**config.mk**
```make
export PLATFORM = sky130hd
export DESIGN_NAME = cam_cmd_ctrl
export DESIGN_NICKNAME = d
export VERILOG_FILES = /design/src/rtl/cam_cmd_ctrl.sv
export SDC_FILE = /design/constraint.sdc
export NUM_CORES = 1
export LEC_CHECK = 0
export ABC_AREA = 0
export CORE_UTILIZATION = 45
export DETAILED_ROUTE_END_ITERATION = 8
export PLACE_DENSITY = 0.87
export SLEW_MARGIN = 20
export SYNTH_ARGS = -nofsm -noshare
export SYNTH_HDL_FRONTEND = slang
export SYNTH_SLANG_ARGS = --single-unit
```
**constraint.sdc**
```tcl
create_clock -name clk -period 3.21 [get_ports clk]
set_clock_uncertainty 0.05 [all_clocks]
set_input_delay 0.963 -clock clk [delete_from_list [all_inputs] [get_ports clk]]
set_output_delay 0.963 -clock clk [all_outputs]
set_load 0.02 [all_outputs]
```
**src/rtl/cam_cmd_ctrl.sv**
```systemverilog
// cam_cmd_ctrl
// Command sequencer for the associative-processor CAM cell array. It takes one
// command at a time and drives the array inputs for that command. It then
// returns read data, search tags or a plain acknowledge on the response port.
// A tag-conditional column write is done as a read-modify-write over two
// cycles: EXEC reads the old column and RMW_WR writes the merged column.
//
// Ports
//   clk, rstIn            clock (rising edge), asynchronous active-low reset
//   cmd_valid/cmd_ready   command handshake; the design accepts only in IDLE
//   cmd_op, cmd_addr      operation code and row/column address
//   cmd_data_row/col      write data for row ops and column ops
//   cmd_key, cmd_mask     search key bit and column mask
//   rsp_valid/rsp_ready   response handshake
//   rsp_data, rsp_err     read data, tags or 0, and the error flag
//   tag_reg               tags from the last SEARCH
//   arr_*  (out)          array mode, addresses, data, key/mask, write inhibit
//   arr_*  (in)           array read data and tag lines (combinational)
module cam_cmd_ctrl #(
    parameter int         DATA_WIDTH     = 8,
    parameter int         DATA_DEPTH     = 16,
    parameter int         ADDR_WIDTH_CAM = 8,
    parameter logic [2:0] RowxRow        = 3'd1,
    parameter logic [2:0] ColxCol        = 3'd2,
    parameter logic [2:0] COPY_B         = 3'd3
) (
    input  logic                      clk,
    input  logic                      rstIn,
    input  logic                      cmd_valid,
    output logic                      cmd_ready,
    input  logic [2:0]                cmd_op,
    input  logic [ADDR_WIDTH_CAM-1:0] cmd_addr,
    input  logic [DATA_WIDTH-1:0]     cmd_data_row,
    input  logic [DATA_DEPTH-1:0]     cmd_data_col,
    input  logic                      cmd_key,
    input  logic [DATA_WIDTH-1:0]     cmd_mask,
    output logic                      rsp_valid,
    input  logic                      rsp_ready,
    output logic [DATA_DEPTH-1:0]     rsp_data,
    output logic                      rsp_err,
    output logic [DATA_DEPTH-1:0]     tag_reg,
    output logic [2:0]                arr_input_mode,
    output logic                      arr_wr_inhibit,
    output logic [ADDR_WIDTH_CAM-1:0] arr_addr_in_row,
    output logic [ADDR_WIDTH_CAM-1:0] arr_addr_in_col,
    output logic [ADDR_WIDTH_CAM-1:0] arr_addr_out_row,
    output logic [ADDR_WIDTH_CAM-1:0] arr_addr_out_col,
    output logic [DATA_WIDTH-1:0]     arr_ip_row,
    output logic [DATA_DEPTH-1:0]     arr_ip_col,
    output logic                      arr_key,
    output logic [DATA_WIDTH-1:0]     arr_mask,
    input  logic [DATA_WIDTH-1:0]     arr_q_out_row,
    input  logic [DATA_DEPTH-1:0]     arr_q_out_col,
    input  logic [DATA_DEPTH-1:0]     arr_tag_row
);

    localparam logic [2:0] OP_ROW_WR     = 3'd0;
    localparam logic [2:0] OP_COL_WR     = 3'd1;
    localparam logic [2:0] OP_ROW_RD     = 3'd2;
    localparam logic [2:0] OP_COL_RD     = 3'd3;
    localparam logic [2:0] OP_SEARCH     = 3'd4;
    localparam logic [2:0] OP_TAG_COL_WR = 3'd5;
    localparam logic [2:0] OP_COPY_B     = 3'd6;
    localparam logic [2:0] OP_ILLEGAL    = 3'd7;

    // The limits are one bit wider than the address so DATA_DEPTH itself fits.
    localparam logic [ADDR_WIDTH_CAM:0] ROW_LIMIT = (ADDR_WIDTH_CAM+1)'(DATA_DEPTH);
    localparam logic [ADDR_WIDTH_CAM:0] COL_LIMIT = (ADDR_WIDTH_CAM+1)'(DATA_WIDTH);

    typedef enum logic [1:0] {IDLE, EXEC, RMW_WR, RESP} state_t;

    state_t                    state;
    logic [2:0]                op_q;
    logic [ADDR_WIDTH_CAM-1:0] addr_q;
    logic [DATA_DEPTH-1:0]     data_col_q;
    logic                      err_q;

    logic is_row_op;
    logic is_col_op;
    logic cmd_bad;

    always_comb begin
        is_row_op = (cmd_op == OP_ROW_WR) || (cmd_op == OP_ROW_RD);
        is_col_op = (cmd_op == OP_COL_WR) || (cmd_op == OP_COL_RD) ||
                    (cmd_op == OP_TAG_COL_WR);
        cmd_bad   = (cmd_op == OP_ILLEGAL) ||
                    (is_row_op && ({1'b0, cmd_addr} >= ROW_LIMIT)) ||
                    (is_col_op && ({1'b0, cmd_addr} >= COL_LIMIT));
    end

    // The array inputs are registered. The values for EXEC are loaded on the
    // accept edge, so the array sees them for the whole EXEC cycle and a
    // write commits on the edge that ends EXEC.
    always_ff @(posedge clk or negedge rstIn) begin
        if (!rstIn) begin
            state            <= IDLE;
            op_q             <= '0;
            addr_q           <= '0;
            data_col_q       <= '0;
            err_q            <= 1'b0;
            cmd_ready        <= 1'b1;
            rsp_valid        <= 1'b0;
            rsp_data         <= '0;
            rsp_err          <= 1'b0;
            tag_reg          <= '0;
            arr_input_mode   <= 3'd0;
            arr_wr_inhibit   <= 1'b1;
            arr_addr_in_row  <= '0;
            arr_addr_in_col  <= '0;
            arr_addr_out_row <= '0;
            arr_addr_out_col <= '0;
            arr_ip_row       <= '0;
            arr_ip_col       <= '0;
            arr_key          <= 1'b0;
            arr_mask         <= '0;
        end else begin
            // The array rests in this state unless a case below overrides it.
            arr_input_mode   <= 3'd0;
            arr_wr_inhibit   <= 1'b1;
            arr_addr_in_row  <= '0;
            arr_addr_in_col  <= '0;
            arr_addr_out_row <= '0;
            arr_addr_out_col <= '0;
            arr_ip_row       <= '0;
            arr_ip_col       <= '0;
            arr_key          <= 1'b0;
            arr_mask         <= '0;

            case (state)
                IDLE: begin
                    if (cmd_valid) begin
                        op_q       <= cmd_op;
                        addr_q     <= cmd_addr;
                        data_col_q <= cmd_data_col;
                        err_q      <= cmd_bad;
                        cmd_ready  <= 1'b0;
                        state      <= EXEC;
                        // A bad command passes through EXEC with the array at rest.
                        if (!cmd_bad) begin
                            case (cmd_op)
                                OP_ROW_WR: begin
                                    arr_input_mode  <= RowxRow;
                                    arr_addr_in_row <= cmd_addr;
                                    arr_ip_row      <= cmd_data_row;
                                    arr_wr_inhibit  <= 1'b0;
                                end
                                OP_COL_WR: begin
                                    arr_input_mode  <= ColxCol;
                                    arr_addr_in_col <= cmd_addr;
                                    arr_ip_col      <= cmd_data_col;
                                    arr_wr_inhibit  <= 1'b0;
                                end
                                OP_ROW_RD: begin
                                    arr_input_mode   <= RowxRow;
                                    arr_addr_out_row <= cmd_addr;
                                end
                                OP_COL_RD, OP_TAG_COL_WR: begin
                                    arr_input_mode   <= ColxCol;
                                    arr_addr_out_col <= cmd_addr;
                                end
                                OP_SEARCH: begin
                                    arr_key  <= cmd_key;
                                    arr_mask <= cmd_mask;
                                end
                                OP_COPY_B: begin
                                    arr_input_mode <= COPY_B;
                                    arr_wr_inhibit <= 1'b0;
                                end
                                default: ;
                            endcase
                        end
                    end
                end

                EXEC: begin
                    rsp_err   <= err_q;
                    rsp_data  <= '0;
                    rsp_valid <= 1'b1;
                    state     <= RESP;
                    if (!err_q) begin
                        case (op_q)
                            OP_ROW_RD: rsp_data <= DATA_DEPTH'(arr_q_out_row);
                            OP_COL_RD: rsp_data <= arr_q_out_col;
                            OP_SEARCH: begin
                                rsp_data <= arr_tag_row;
                                tag_reg  <= arr_tag_row;
                            end
                            OP_TAG_COL_WR: begin
                                // Merge on the old column: tagged rows take new data.
                                // Untagged rows are written back with the value they hold.
                                rsp_valid       <= 1'b0;
                                state           <= RMW_WR;
                                arr_input_mode  <= ColxCol;
                                arr_addr_in_col <= addr_q;
                                arr_ip_col      <= (tag_reg & data_col_q) |
                                                   (~tag_reg & arr_q_out_col);
                                arr_wr_inhibit  <= 1'b0;
                            end
                            default: ;
                        endcase
                    end
                end

                RMW_WR: begin
                    rsp_err   <= 1'b0;
                    rsp_data  <= '0;
                    rsp_valid <= 1'b1;
                    state     <= RESP;
                end

                RESP: begin
                    if (rsp_ready) begin
                        rsp_valid <= 1'b0;
                        cmd_ready <= 1'b1;
                        state     <= IDLE;
                    end
                end

                default: state <= IDLE;
            endcase
        end
    end

endmodule

```
# Yosys cells after proc, flatten, opt, wreduce, memory -nomap -nowiden
# Index checks and enable logic that the tools add are counted.
[word_totals]
ff_bits = 134
elab_cells = 126
input_bits = 88
[op_classes]
eq_ne = 16
bitwise = 5
magnitude_cmp = 2
reduce_logical = 21
n_mux = 62
[op_table]
columns = ["cell", "count"]
rows = [
  ["$mux W8", 25],
  ["$mux W16", 6],
  ["$pmux W16 S2", 2],
  ["$pmux W16 S3", 1],
  ["$and A16 B16 Y16", 2],
  ["$eq A3 B3 Y1 const B", 6],
  ["$not A16 Y16", 1],
  ["$or A16 B16 Y16", 1],
  ["$pmux W8 S2", 1],
  ["$mux W1", 14],
  ["$eq A3 B2 Y1 const B", 4],
  ["$mux W2", 6],
  ["$ge A8 B4 Y1 const B", 1],
  ["$ge A8 B5 Y1 const B", 1],
  ["$pmux W2 S4", 1],
  ["$pmux W1 S2", 3],
  ["$pmux W2 S3", 1],
  ["$reduce_and A2 Y1", 3],
  ["$reduce_and A3 Y1", 2],
  ["$reduce_or A3 Y1", 2],
  ["$logic_or A1 B1 Y1", 5],
  ["$eq A2 B2 Y1 const B", 2],
  ["$ne A2 B2 Y1 const B", 2],
  ["$pmux W2 S2", 1],
  ["other kinds (10)", 13],
]

# Longest topological paths before layout
[depth]
depth_word = 8
depth_mapped = 7
depth_no_buf = 5

# Worst setup path before layout
# Ideal clock, no wire load.
[synth_timing]
path_kind = "input to register"
from = "input cmd_addr[6]"
to = "register arr_addr_in_row[0]"
setup_ns = 0.066
setup_slack_ns = 1.041
n_path_buf = 1
path_stages = 4
arrival_time_ns = 2.053
path_cell_list = "or4_4 nor4_4 clkbuf_2 and2_1"
[synth_between]
elab_chain_len = 7
elab_cells_between_ends = 9
cone_classes = "2 x order compare; 3 x mux; 4 x reduce/logical"
[synth_rtl]
columns = ["element", "line", "text"]
rows = [
  ["start, declared", "32", "input logic [ADDR_WIDTH_CAM-1:0] cmd_addr,"],
  ["$ge A8 B5 Y1", "87", "(is_row_op && ({1'b0, cmd_addr} >= ROW_LIMIT)) ||"],
  ["$logic_and A1 B1 Y1", "87", ""],
  ["$logic_or A1 B1 Y1", "86", "cmd_bad = (cmd_op == OP_ILLEGAL) ||"],
  ["$logic_or A1 B1 Y1 (*)", "87", ""],
  ["$mux W8 (*)", "139", "if (!cmd_bad) begin"],
  ["$mux W8 (*)", "131", "if (cmd_valid) begin"],
  ["$mux W8 (*)", "129", "case (state)"],
  ["end signal, assigned", "143", "arr_addr_in_row <= cmd_addr;"],
  ["end, declared", "44", "output logic [ADDR_WIDTH_CAM-1:0] arr_addr_in_row,"],
]
# Mark *: on every way between the ends. The rest lies on a longest branch, timed or not.
# A chain may end at the register's enable or synchronous reset.

# Worst setup path in the final report
[layout_timing]
from = "register cmd_ready"
to = "output cmd_ready"
[layout_lines]
columns = ["element", "line", "text"]
rows = [
  ["start, declared", "30", "output logic cmd_ready,"],
  ["start signal, assigned", "101", "cmd_ready <= 1'b1;"],
  ["start signal, assigned", "136", "cmd_ready <= 1'b0;"],
  ["start signal, assigned", "214", "cmd_ready <= 1'b1;"],
]
# No word-level cell between the ends.

==> results_dict.tcl <==
set metrics [dict create \
    die_w_um 111 \
    multi_input_area_sq_um 1860 \
    slowest_delay_ns 0.61 \
    rsz0062_at_grt "false" \
    cts.path.max_buffers 2 \
    initial_core_util_pct 46.5 \
    cap_violations 0 \
    postPlaceCellArea_sq_um 7450 \
    crit_family "buffers and inverters" \
    synth_enable_flop_cells 0 \
    numCtsBuffers 17 \
    drt-pass1-iter-count 6 \
    critPathKind "reg -> out" \
    synth-seq-cells 133 \
    cts_setup_buffers 0 \
    cts_resized 0 \
    setup_viol 0 \
    fp.coreArea_sq_um 11500 \
    crit_path_end_kind "primary output" \
    power-per-cell-area_nw_per_um2 742 \
    fin_cells 812 \
    p_int_uw 3970 \
    grtUsageTotal_pct 24.5 \
    regArea_sq_um 3330 \
    n_fill_cell 760 \
    synthesis.area_sq_um 5340 \
    swShare_pct 33.1 \
    syn2layout_area_growth_pct 50.2 \
    cp_num_buf_inv 1 \
    avgSynthCellArea_sq_um 11.9 \
    ys_warn_count 0 \
    startpoint_type "flip-flop" \
    slew_viol_final 0 \
    cp_max_fo 3 \
    hold_start "addr_q[7]$_DFFE_PN0P_" \
    crit_path_top_delay_cell "clkdlybuf4s50_1" \
    max_slew_margin_pct 41.9 \
    drc 0 \
    worst_pin_slew_ns 0.872 \
    grt_max_degree 74 \
    seq_power_share_pct 38.9 \
    finalHoldViolCount 0 \
    clock_tree.root_cell "clkbuf_16" \
    status "finished clean" \
    n_antenna_cell 0 \
    drt-total-wl_um 14600 \
    hpwl_um 9970 \
    p_switching_uw 1970 \
    place.gp.congestion 0.799 \
    leakage_uw 0.00364 \
    routed_via_density 5.28 \
    layout_min_cycle_time_ns 2.57 \
    syn-instance-count 449 \
    comb_power_share_pct 30.3 \
    cp-startpoint "cmd_ready$_DFFE_PN1P_" \
    drt_iter0_drc 284 \
    min_period_over_period_pct 80.0 \
    yosysSeqAreaShare_pct 62.4 \
    cp.arrival_ns 1.56 \
    dieArea_sq_um 12300 \
    row_count 39 \
    vias 4286 \
    grt_pass1_vias 4588 \
    post_drt_wl_per_cell_um 18.0 \
    final_core_util_pct 69.9 \
    min_path_type "reg -> reg" \
    crit_chain "clkdlybuf4s50_1" \
    io_pins 192 \
    ctsHoldBuffers 0 \
    ys.flop_type "dfrtp_1" \
    synth.distinct_cells 46 \
    worstPathRequired_ns 2.20 \
    synthArstFlopShare_pct 100 \
    grt_antenna_before_repair 0 \
    r2r-start "op_q[2]$_DFFE_PN0P_" \
    design_area_sq_um 8010 \
    max_freq_ghz 0.389 \
    clock_power_share_pct 30.8 \
    die_h_um 111 \
    clkTransAtPathRegs_ns 0.06 \
    final_antenna_net_count 0 \
    dp.cells 780 \
    drive_gt1_share_pct 9.87 \
    grt_pass1_wl_um 23300 \
    clock_latency_ns 0.41 \
    grt-ovfl-total 0 \
    clkSinkCount 133 \
    nets 748 \
    cts_tree "built" \
    ir_drop_v 0.000506 \
    htree_num_levels 4 \
    numPortBuffers 190 \
    final.setup.tns_ns 0 \
]
==> power groups by stage <==
stage	clock network, uW	logic (uW)	registers, uW
2_1_floorplan	0	918	2430
3_3_place_gp	0	1730	2310
3_5_place_dp	0	1790	2330
4_1_cts	1860	1810	2310
5_1_grt	1940	1940	2350
6_report	1830	1800	2310
==> layer usage <==
metal / wire, um / track usage, %
met1: 5670 / 27.5
met2: 7720 / 43.7
met3: 1010 / 7.87
met4: 225 / 8.71
met5: 0 / 0
==> synthesized netlist by cell type, drive strengths merged (2+ instances only) <==
cell type | number | area share (%)
a21boi | 2 | 0.28
a21oi | 4 | 0.38
a222oi | 7 | 1.3
a22oi | 9 | 1.3
and2 | 33 | 3.9
and3 | 5 | 0.59
buf | 7 | 0.82
clkbuf | 16 | 1.1
dfrtp | 131 | 61
dfstp | 2 | 0.98
ha | 4 | 0.94
inv | 23 | 1.6
mux2 | 18 | 4.5
mux2i | 18 | 3.4
nand2 | 75 | 5.3
nand2b | 3 | 0.35
nand3 | 2 | 0.19
nand3b | 6 | 1.1
nor2 | 8 | 0.56
nor2b | 13 | 1.5
nor3 | 2 | 0.19
nor4 | 2 | 0.63
o21ai | 9 | 0.84
o22ai | 34 | 4.0
==> layout by cell type (no fill, tap or decap), types with 2 or more instances in the layout <==
cell type | Yosys | final
a21boi_0 | 2 | 2
a21oi_1 | 4 | 4
a222oi_1 | 7 | 7
a22oi_1 | 9 | 9
and2_1 | 33 | 33
and3_1 | 5 | 5
buf_12 | 0 | 2
buf_4 | 1 | 6
clkbuf_16 | 0 | 17
clkdlybuf4s50_1 | 0 | 189
clkinv_2 | 0 | 2
clkinv_4 | 0 | 2
clkinvlp_4 | 0 | 4
conb_1 | 1 | 14
dfrtp_1 | 131 | 131
dfstp_2 | 2 | 2
ha_1 | 4 | 4
inv_1 | 23 | 23
inv_6 | 0 | 4
mux2_2 | 8 | 8
mux2_4 | 10 | 10
mux2i_1 | 18 | 18
nand2_1 | 75 | 75
nand2b_1 | 3 | 3
nand3_1 | 2 | 2
nand3b_1 | 5 | 5
nor2_1 | 8 | 8
nor2b_1 | 13 | 13
nor3_1 | 2 | 2
o21ai_0 | 9 | 9
o22ai_1 | 34 | 34
==> cell families after synthesis <==
group	count (synthesis)	synth area share, %
AND/OR/NAND/NOR	154	15.5
flip-flops	133	62.4
AO/OA/AOI/OAI	74	9.43
buffers and inverters	46	3.59
multiplexers	36	7.88
adder cells (fa/ha/maj)	4	0.938
other	1	0.0703
XOR/XNOR	1	0.164
==> layout make-up <==
type | instances | area share [%]
clock buffers | 19 | 5.53
clock inverters | 13 | 1.53
inverters | 23 | 1.08
multi-input cells | 283 | 23.2
flip-flops and latches | 133 | 41.6
well taps | 143 | 2.23
repair buffers | 198 | 24.8
==> final timing paths <==
check,slack [ns],end,cells past startpoint
worst max-delay path,0.64,cmd_ready,1
worst min-delay path,0.43,addr_q[7]$_DFFE_PN0P_,2
worst max register to register,0.77,tag_reg[15]$_DFFE_PN0P_,3
worst min register to register,0.43,addr_q[7]$_DFFE_PN0P_,2
max in group asynchronous,1.94,rsp_data[14]$_DFFE_PN0P_,2
min in group asynchronous,0.52,rsp_data[11]$_DFFE_PN0P_,1
==> metrics by stage <==
stage / hold slack (ns) / power, uW / setup WS (ns)
5_1_grt: 0.447 / 6230 / 0.592
4_1_cts: 0.429 / 5980 / 0.618
2_1_floorplan: 0.388 / 3350 / 1.04
3_5_place_dp: 0.413 / 4120 / 0.359
3_3_place_gp: 0.400 / 4040 / 0.455
6_report: 0.427 / 5940 / 0.641
(Power assumes the default switching activity.)
